[src/rtl/slb_pkg.sv]
// Shared configuration for the store/load buffer slice.
// - Bus widths for opcodes, ROB nicks, data and addresses.
// - Memory opcode encodings (LB..SW) and memory access length codes.
// - FSM state type and small opcode decode helpers.
package slb_pkg;

  localparam int SLB_NUM = 16;  // queue entries
  localparam int OP_W    = 4;
  localparam int NICK_W  = 5;   // nick 0 means "operand already valid"
  localparam int DATA_W  = 32;
  localparam int ADDR_W  = 32;

  localparam logic [OP_W-1:0] OP_LB  = 4'd1;
  localparam logic [OP_W-1:0] OP_LH  = 4'd2;
  localparam logic [OP_W-1:0] OP_LW  = 4'd3;
  localparam logic [OP_W-1:0] OP_LBU = 4'd4;
  localparam logic [OP_W-1:0] OP_LHU = 4'd5;
  localparam logic [OP_W-1:0] OP_SB  = 4'd6;
  localparam logic [OP_W-1:0] OP_SH  = 4'd7;
  localparam logic [OP_W-1:0] OP_SW  = 4'd8;

  localparam logic [1:0] MEM_LEN_BYTE = 2'd0;
  localparam logic [1:0] MEM_LEN_HALF = 2'd1;
  localparam logic [1:0] MEM_LEN_WORD = 2'd2;

  typedef enum logic {
    S_IDLE = 1'b0,
    S_REQ  = 1'b1
  } slb_state_e;

  function automatic logic op_is_store(input logic [OP_W-1:0] op);
    return (op == OP_SB) || (op == OP_SH) || (op == OP_SW);
  endfunction

  function automatic logic [1:0] op_len(input logic [OP_W-1:0] op);
    case (op)
      OP_LB, OP_LBU, OP_SB: return MEM_LEN_BYTE;
      OP_LH, OP_LHU, OP_SH: return MEM_LEN_HALF;
      default:              return MEM_LEN_WORD;
    endcase
  endfunction

endpackage

[src/rtl/slb_ld_ext.sv]
// Load result extension (combinational).
// - op  : load opcode of the entry being completed
// - raw : raw data from the memory controller (already zero-extended)
// - ext : LB/LH sign-extended from bit 7/15, LBU/LHU zero-extended, LW unchanged
module slb_ld_ext
  import slb_pkg::*;
(
  input  logic [OP_W-1:0]   op,
  input  logic [DATA_W-1:0] raw,
  output logic [DATA_W-1:0] ext
);

  always_comb begin
    ext = raw;
    case (op)
      OP_LB:   ext = {{24{raw[7]}}, raw[7:0]};
      OP_LH:   ext = {{16{raw[15]}}, raw[15:0]};
      OP_LBU:  ext = {24'd0, raw[7:0]};
      OP_LHU:  ext = {16'd0, raw[15:0]};
      default: ext = raw;
    endcase
  end

endmodule

[src/rtl/slb.sv]
// In-order store/load buffer between dispatch and the memory controller.
// Ports:
// - clk, rst (sync, active-high), rdy (global stall when low), clr (mispredict flush)
// - oINF_full, iDP_*        : dispatch of memory ops into the circular queue
// - iEX_*                   : ALU result broadcast used for operand wakeup
// - iROB_store_*            : ROB store-commit pulse (this block is the responder)
// - oMC_*, iMC_done, iMC_dt : memory controller request/complete
// - oSLB_*                  : result/ack broadcast to ROB and CDB (also snooped here)
// - dbg_state/count/head/tail : internal state for observation
// Handshakes: a dispatch is taken on any cycle with iDP_en=1 and oINF_full=0 (and no clr,
// rdy=1). oMC_en rises one cycle after the issue decision and stays high, with stable
// fields, until the cycle iMC_done is seen; that cycle pops the head, and the next cycle
// carries a one-cycle oSLB_en pulse. iMC_done seen while rdy=0 is latched and consumed
// once rdy returns.
module slb
  import slb_pkg::*;
#(
  parameter int DEPTH = SLB_NUM,
  parameter int PTR_W = 4
) (
  input  logic              clk,
  input  logic              rst,
  input  logic              rdy,
  input  logic              clr,
  output logic              oINF_full,
  input  logic              iDP_en,
  input  logic [OP_W-1:0]   iDP_op,
  input  logic [NICK_W-1:0] iDP_rs1_nick,
  input  logic [DATA_W-1:0] iDP_rs1_dt,
  input  logic [NICK_W-1:0] iDP_rs2_nick,
  input  logic [DATA_W-1:0] iDP_rs2_dt,
  input  logic [DATA_W-1:0] iDP_imm,
  input  logic [NICK_W-1:0] iDP_rd_nick,
  input  logic              iEX_en,
  input  logic [NICK_W-1:0] iEX_nick,
  input  logic [DATA_W-1:0] iEX_dt,
  input  logic              iROB_store_en,
  input  logic [NICK_W-1:0] iROB_store_nick,
  output logic              oMC_en,
  output logic              oMC_wr,
  output logic [ADDR_W-1:0] oMC_addr,
  output logic [DATA_W-1:0] oMC_dt,
  output logic [1:0]        oMC_len,
  input  logic              iMC_done,
  input  logic [DATA_W-1:0] iMC_dt,
  output logic              oSLB_en,
  output logic [NICK_W-1:0] oSLB_nick,
  output logic [DATA_W-1:0] oSLB_dt,
  output slb_state_e        dbg_state,
  output logic [PTR_W:0]    dbg_count,
  output logic [PTR_W-1:0]  dbg_head,
  output logic [PTR_W-1:0]  dbg_tail
);

  logic [DEPTH-1:0]  q_valid;
  logic [DEPTH-1:0]  q_commit;
  logic [OP_W-1:0]   q_op       [DEPTH];
  logic [NICK_W-1:0] q_rs1_nick [DEPTH];
  logic [DATA_W-1:0] q_rs1_dt   [DEPTH];
  logic [NICK_W-1:0] q_rs2_nick [DEPTH];
  logic [DATA_W-1:0] q_rs2_dt   [DEPTH];
  logic [DATA_W-1:0] q_imm      [DEPTH];
  logic [NICK_W-1:0] q_rd_nick  [DEPTH];

  logic [PTR_W-1:0]  head, tail;
  logic [PTR_W:0]    count;
  slb_state_e        state;
  logic              req_kill;   // in-flight load was flushed: complete silently
  logic              done_pend;  // iMC_done seen during a stall
  logic [DATA_W-1:0] pend_dt;

  logic              push, pop, done, head_store, head_ready;
  logic [DATA_W-1:0] mc_raw, ld_val;
  logic [PTR_W:0]    keep_cnt;
  logic              keep_run;
  logic [DEPTH-1:0]  keep_mask;

  assign oINF_full  = (count == (PTR_W+1)'(DEPTH));
  assign push       = iDP_en && !oINF_full && !clr;
  assign done       = iMC_done || done_pend;
  assign pop        = (state == S_REQ) && done;
  assign mc_raw     = done_pend ? pend_dt : iMC_dt;
  assign head_store = op_is_store(q_op[head]);
  assign head_ready = q_valid[head] && (q_rs1_nick[head] == '0) &&
                      (q_rs2_nick[head] == '0) && (!head_store || q_commit[head]);

  assign dbg_state = state;
  assign dbg_count = count;
  assign dbg_head  = head;
  assign dbg_tail  = tail;

  slb_ld_ext u_ld_ext (
    .op  (q_op[head]),
    .raw (mc_raw),
    .ext (ld_val)
  );

  // Entries surviving a flush: the in-flight head (if any) followed by the run of
  // committed stores directly behind the head. Everything after the first
  // uncommitted op is younger than the mispredict and is discarded.
  always_comb begin
    keep_cnt = '0;
    keep_run = 1'b1;
    for (int k = 0; k < DEPTH; k++) begin
      if (keep_run && (k < int'(count)) &&
          (q_commit[head + PTR_W'(k)] || (k == 0 && state == S_REQ)))
        keep_cnt = keep_cnt + 1'b1;
      else
        keep_run = 1'b0;
    end
    for (int i = 0; i < DEPTH; i++)
      keep_mask[i] = ({1'b0, PTR_W'(i) - head} < keep_cnt);
  end

  function automatic logic wake_hit_ex(input logic [NICK_W-1:0] n);
    return iEX_en && (n != '0) && (n == iEX_nick);
  endfunction

  function automatic logic wake_hit_slb(input logic [NICK_W-1:0] n);
    return oSLB_en && (n != '0) && (n == oSLB_nick);
  endfunction

  function automatic logic [NICK_W-1:0] wake_nick(input logic [NICK_W-1:0] n);
    return (wake_hit_ex(n) || wake_hit_slb(n)) ? '0 : n;
  endfunction

  function automatic logic [DATA_W-1:0] wake_dt(input logic [NICK_W-1:0] n,
                                                input logic [DATA_W-1:0] d);
    if (wake_hit_ex(n))  return iEX_dt;
    if (wake_hit_slb(n)) return oSLB_dt;
    return d;
  endfunction

  always_ff @(posedge clk) begin
    if (rst) begin
      head      <= '0;
      tail      <= '0;
      count     <= '0;
      q_valid   <= '0;
      q_commit  <= '0;
      state     <= S_IDLE;
      req_kill  <= 1'b0;
      done_pend <= 1'b0;
      pend_dt   <= '0;
      oMC_en    <= 1'b0;
      oMC_wr    <= 1'b0;
      oMC_addr  <= '0;
      oMC_dt    <= '0;
      oMC_len   <= '0;
      oSLB_en   <= 1'b0;
      oSLB_nick <= '0;
      oSLB_dt   <= '0;
    end else if (!rdy) begin
      if (iMC_done) begin
        done_pend <= 1'b1;
        pend_dt   <= iMC_dt;
      end
    end else begin
      done_pend <= 1'b0;
      oSLB_en   <= 1'b0;
      oSLB_nick <= '0;
      oSLB_dt   <= '0;

      // Operand wakeup and store commit on resident entries.
      for (int i = 0; i < DEPTH; i++) begin
        if (q_valid[i]) begin
          q_rs1_nick[i] <= wake_nick(q_rs1_nick[i]);
          q_rs1_dt[i]   <= wake_dt(q_rs1_nick[i], q_rs1_dt[i]);
          q_rs2_nick[i] <= wake_nick(q_rs2_nick[i]);
          q_rs2_dt[i]   <= wake_dt(q_rs2_nick[i], q_rs2_dt[i]);
          if (iROB_store_en && op_is_store(q_op[i]) && (q_rd_nick[i] == iROB_store_nick))
            q_commit[i] <= 1'b1;
        end
      end

      // Dispatch with same-cycle wakeup/commit bypass.
      if (push) begin
        q_valid[tail]    <= 1'b1;
        q_commit[tail]   <= iROB_store_en && op_is_store(iDP_op) &&
                            (iDP_rd_nick == iROB_store_nick);
        q_op[tail]       <= iDP_op;
        q_rs1_nick[tail] <= wake_nick(iDP_rs1_nick);
        q_rs1_dt[tail]   <= wake_dt(iDP_rs1_nick, iDP_rs1_dt);
        q_rs2_nick[tail] <= wake_nick(iDP_rs2_nick);
        q_rs2_dt[tail]   <= wake_dt(iDP_rs2_nick, iDP_rs2_dt);
        q_imm[tail]      <= iDP_imm;
        q_rd_nick[tail]  <= iDP_rd_nick;
      end

      case (state)
        S_IDLE: begin
          // A flushing cycle never issues; a surviving committed store issues next cycle.
          if (head_ready && !clr) begin
            state    <= S_REQ;
            oMC_en   <= 1'b1;
            oMC_wr   <= head_store;
            oMC_addr <= q_rs1_dt[head] + q_imm[head];
            oMC_dt   <= head_store ? q_rs2_dt[head] : '0;
            oMC_len  <= op_len(q_op[head]);
          end
        end
        S_REQ: begin
          if (done) begin
            state          <= S_IDLE;
            oMC_en         <= 1'b0;
            req_kill       <= 1'b0;
            q_valid[head]  <= 1'b0;
            q_commit[head] <= 1'b0;
            head           <= head + 1'b1;
            if (head_store) begin
              oSLB_en   <= 1'b1;
              oSLB_nick <= q_rd_nick[head];
            end else if (!req_kill && !clr) begin
              oSLB_en   <= 1'b1;
              oSLB_nick <= q_rd_nick[head];
              oSLB_dt   <= ld_val;
            end
          end else if (clr && !head_store) begin
            req_kill <= 1'b1;
          end
        end
        default: state <= S_IDLE;
      endcase

      if (clr) begin
        for (int i = 0; i < DEPTH; i++) begin
          if (!keep_mask[i]) begin
            q_valid[i]  <= 1'b0;
            q_commit[i] <= 1'b0;
          end
        end
        tail  <= head + keep_cnt[PTR_W-1:0];
        count <= keep_cnt - {{PTR_W{1'b0}}, pop};
      end else begin
        tail  <= tail + {{(PTR_W-1){1'b0}}, push};
        count <= count + {{PTR_W{1'b0}}, push} - {{PTR_W{1'b0}}, pop};
      end
    end
  end

endmodule
[config.mk]
export PLATFORM = sky130hd
export DESIGN_NAME = slb
export DESIGN_NICKNAME = d
export VERILOG_FILES = /design/src/rtl/slb_pkg.sv /design/src/rtl/slb_ld_ext.sv /design/src/rtl/slb.sv
export SDC_FILE = /design/constraint.sdc
export NUM_CORES = 2
export LEC_CHECK = 0
export CORE_MARGIN = 2
export CORE_UTILIZATION = 39
export DETAILED_ROUTE_END_ITERATION = 10
export GPL_TIMING_DRIVEN = 0
export PLACE_DENSITY = 0.52
export SYNTH_ARGS = -nofsm -noshare
export SYNTH_HDL_FRONTEND = slang
export SYNTH_HIERARCHICAL = 1
export SYNTH_SLANG_ARGS = --single-unit
[constraint.sdc]
create_clock -name clk -period 18.6 [get_ports clk]
set_input_delay 2.79 -clock clk [delete_from_list [all_inputs] [get_ports clk]]
set_output_delay 2.79 -clock clk [all_outputs]
set_load 0.01 [all_outputs]
==> results.py <==
metrics = {
    "final_layout": {
        "syn2layout_area_growth_pct": 15.41,
        "final_nets": 10220,
        "fillCellCount": 26180,
        "drive_above_1_share": 0.1199,
        "fin_cells": 13930,
    },
    "synth": {
        "synth_mux_area_frac": 0.2162,
        "netlist_area_mm2": 0.1125,
        "synth_commonest_cells": "edfxtp_1 (1840), mux2i_1 (1114), nor2_1 (983), a21oi_1 (855), clkbuf_1 (828)",
        "yosysMostFrequentCell": "edfxtp_1",
        "synth-seq-cells": 2030,
        "synth_cell_types": 109,
        "synthesis.nets": 9638,
        "yosysWarnings": 6,
        "synth_compound_area_frac": 0.08222,
        "synth_edf_count": 1840,
        "synth_top_area_share": 0.4909,
        "async_flop_share": 0,
        "syn_inst": 9334,
        "yosys.area_share.simple": 0.08517,
        "synth_top_family_by_area": "multiplexers",
        "yosys.area.top_type": "edfxtp_1",
        "yosysSeqAreaShare": 0.5247,
        "post_synth.cell_area_avg_um2": 12.06,
        "ys.flop_type": "edfxtp_1",
        "yosys.area_share.xor_xnor": 0.04094,
        "synth.area.top_cells": "edfxtp_1 (49%), mux4_2 (11%), mux2i_1 (9.9%)",
        "synth_adder_area_share": 0.01218,
    },
    "floorplanning": {
        "die_width_um": 541.2,
        "io_pins": 318,
        "start_util": 0.3913,
        "num_rows": 197,
        "dieArea_mm2": 0.2929,
        "fp.dieH_um": 541.2,
        "coreArea_mm2": 0.2877,
    },
    "run": {
        "drv_cap": 17,
    },
    "placed_design": {
        "numPortBuffers": 271,
        "dp_hpwl_mm": 395.0,
        "gp_congestion": 1.029,
        "place_inst": 13460,
    },
    "sta": {
        "worst_pin_slew_ps": 1587,
        "finClkSkew_ps": 97.15,
        "period_minus_slack_ps": 14140,
        "finalCritPeriodShare": 0.7605,
        "fin_setup_tns_ps": 0,
        "drv_slew": 152,
        "max_freq_ghz": 0.07070,
        "maxSlewHeadroom": -0.05791,
        "setup_viol": 0,
        "rsz0062_at_grt": "false",
        "finalHoldViolCount": 0,
    },
    "min_path": {
        "worstHoldEndpoint": "pend_dt[5]$_SDFFE_PP0P_",
        "hp-start": "pend_dt[5]$_SDFFE_PP0P_",
        "hold_depth": 2,
        "hold_class": "flip-flop to flip-flop",
    },
    "status": {
        "violations": "capacitance limit, slew limit",
        "status": "complete, but fails checks",
    },
    "cts": {
        "cts_tree": "built",
        "cts.repair.resized": 0,
        "cts.clk_slew.worst_paths_ps": 60,
        "cts_buffers": 233,
        "clk_path_buf_depth": 4,
        "post_cts_buffers": 0,
        "root_buffer": "clkbuf_16",
        "cts.hold.buffers_added": 0,
        "insertion_delay_ps": 960,
        "clock_sinks": 2030,
        "htreeDepth": 4,
    },
    "critical_path": {
        "worstPathMaxFanout": 12,
        "regToRegEndpoint": "q_commit[12]$_SDFFE_PP0P_",
        "critPathSlowestCell": "xor2_1",
        "crit_top_cell": "ha_1",
        "rrSetupSlack_ps": 4460,
        "cpPeakStageDelay_ps": 980,
        "path_class": "flip-flop to flip-flop",
        "critPathLaunchType": "flip-flop",
        "required_ps": 19360,
        "reg2reg_depth": 54,
        "r2r_start": "dbg_head[0]$_SDFFE_PP0P_",
        "cp-end-kind": "flip-flop",
        "cp.arrival_ps": 14910,
    },
    "detailed_routing": {
        "drc_errors": 0,
        "first_iter_violations": 13730,
        "num_vias": 87570,
        "dr.pass1.iters": 6,
        "wl_mm": 518.6,
        "drt-vias-per-instance": 6.286,
        "ant_nets": 0,
        "wl_per_cell_um": 37.23,
    },
    "global_route": {
        "overflow": 0,
        "grt_pass1_wl_mm": 694.5,
        "grt_pass1_vias": 83180,
        "grt_max_degree": 42,
        "track_usage": 0.3443,
        "antenna_found_initial": 75,
    },
    "power_and_ir_drop": {
        "peakVddDrop_mv": 0.08463,
        "p_per_area_mw_per_mm2": 79.81,
        "p_leak_uw": 0.04003,
    },
}
per-stage QoR:
stage	setup slack (ps)	total power (uW)	hold WS (ps)	util	cell area (um2)
6_report	4455	10370	455.3	0.4515	129900
5_1_grt	3596	10570	468.8	0.4514	129800
4_1_cts	4465	10350	455.3	0.4509	129700
3_5_place_dp	4563	5627	446.4	0.4240	122000
3_3_place_gp	3941	5609	438.0	0.4171	120000
2_1_floorplan	6627	5366	432.9	-	112500
sequential cells by signal, indices dropped and copies added, names as in the netlist, 64 cells and up, named ones only:
| register | cells |
|---|---|
| q_imm | 512 |
| q_op | 64 |
| q_rd_nick | 80 |
| q_rs1_dt | 512 |
| q_rs1_nick | 80 |
| q_rs2_dt | 512 |
| q_rs2_nick | 80 |
cell type report:
| class | instances | area, um2 | share of cell area |
|---|---|---|---|
| antenna | 45 | 112.6 | 0.0008670 |
| buffer | 1008 | 4033 | 0.03105 |
| clock buffer | 270 | 6021 | 0.04635 |
| clock inverter | 156 | 1737 | 0.01337 |
| inverter | 101 | 401.6 | 0.003092 |
| multi-input combinational | 6195 | 49580 | 0.3817 |
| sequential | 2030 | 59060 | 0.4547 |
| tap | 3781 | 4731 | 0.03642 |
| timing repair buffer | 344 | 4212 | 0.03242 |
layout by cell type (no fill, tap or decap), types with 45 or more instances in the layout:
| cell type | netlist | layout |
|---|---|---|
| nor4_1 | 96 | 92 |
| a31oi_1 | 53 | 52 |
| inv_1 | 99 | 89 |
| a21oi_1 | 855 | 823 |
| mux2i_1 | 1114 | 1114 |
| nand4_1 | 82 | 82 |
| nand2_1 | 714 | 714 |
| clkinv_1 | 1 | 64 |
| xor2_1 | 212 | 211 |
| nand3_1 | 67 | 67 |
| nor2_1 | 983 | 983 |
| o21ai_1 | 69 | 69 |
| buf_1 | 147 | 137 |
| clkbuf_1 | 828 | 824 |
| clkdlybuf4s50_1 | 0 | 271 |
| diode_2 | 0 | 45 |
| a21o_1 | 56 | 56 |
| clkbuf_16 | 0 | 234 |
| dfxtp_1 | 190 | 190 |
| o21ai_0 | 481 | 481 |
| ha_1 | 104 | 104 |
| mux4_2 | 546 | 546 |
| xnor2_1 | 279 | 279 |
| edfxtp_1 | 1840 | 1840 |
metal layers:
layer	part of all wire	global-route usage	vias to the layer above
met1	0.39	0.4544	44560
li1	-	-	35900
met5	0.00069	0.003452	-
met2	0.43	0.5099	5902
met3	0.12	0.09588	1177
met4	0.062	0.1919	29
worst max-delay path by stage:
stage | from | slack (ps) | to
2_1_floorplan | dbg_head[0]$_SDFFE_PP0P_ | 6630 | dbg_tail[3]$_SDFFE_PP0P_
3_3_place_gp | dbg_head[0]$_SDFFE_PP0P_ | 3940 | q_valid[0]$_SDFFE_PP0P_
3_5_place_dp | dbg_head[0]$_SDFFE_PP0P_ | 4560 | q_valid[0]$_SDFFE_PP0P_
4_1_cts | dbg_head[0]$_SDFFE_PP0P_ | 4460 | q_valid[0]$_SDFFE_PP0P_
5_1_grt | dbg_head[0]$_SDFFE_PP0P_ | 3600 | q_commit[12]$_SDFFE_PP0P_
6_report | dbg_head[0]$_SDFFE_PP0P_ | 4460 | q_commit[12]$_SDFFE_PP0P_
where the power goes:
group	switching, uW	internal (uW)	total [uW]	leakage (uW)
combinational	399	174	573	0.0181
sequential	5.87	4980	4980	0.0182
clock	2060	2750	4810	0.00373
total	2470	7900	10400	0.0400
worst max-delay path: cells and delay by family, from the launching register on:
family | cells | cell delay, ps
buffers and inverters | 10 | 1490
adder cells (fa/ha/maj) | 13 | 4100
flip-flops | 1 | 620
AND/OR/NAND/NOR | 10 | 1010
AO/OA/AOI/OAI | 13 | 3360
multiplexers | 4 | 1590
XOR/XNOR | 4 | 1830
logic make-up after synthesis:
group / count (synthesis)
simple gates: 2187
xor+xnor: 507
buf+inv: 1109
mux: 1715
fa+ha+maj: 108
compound gates: 1678
flops: 2030
No activity file was read; power rests on OpenSTA's default activity.
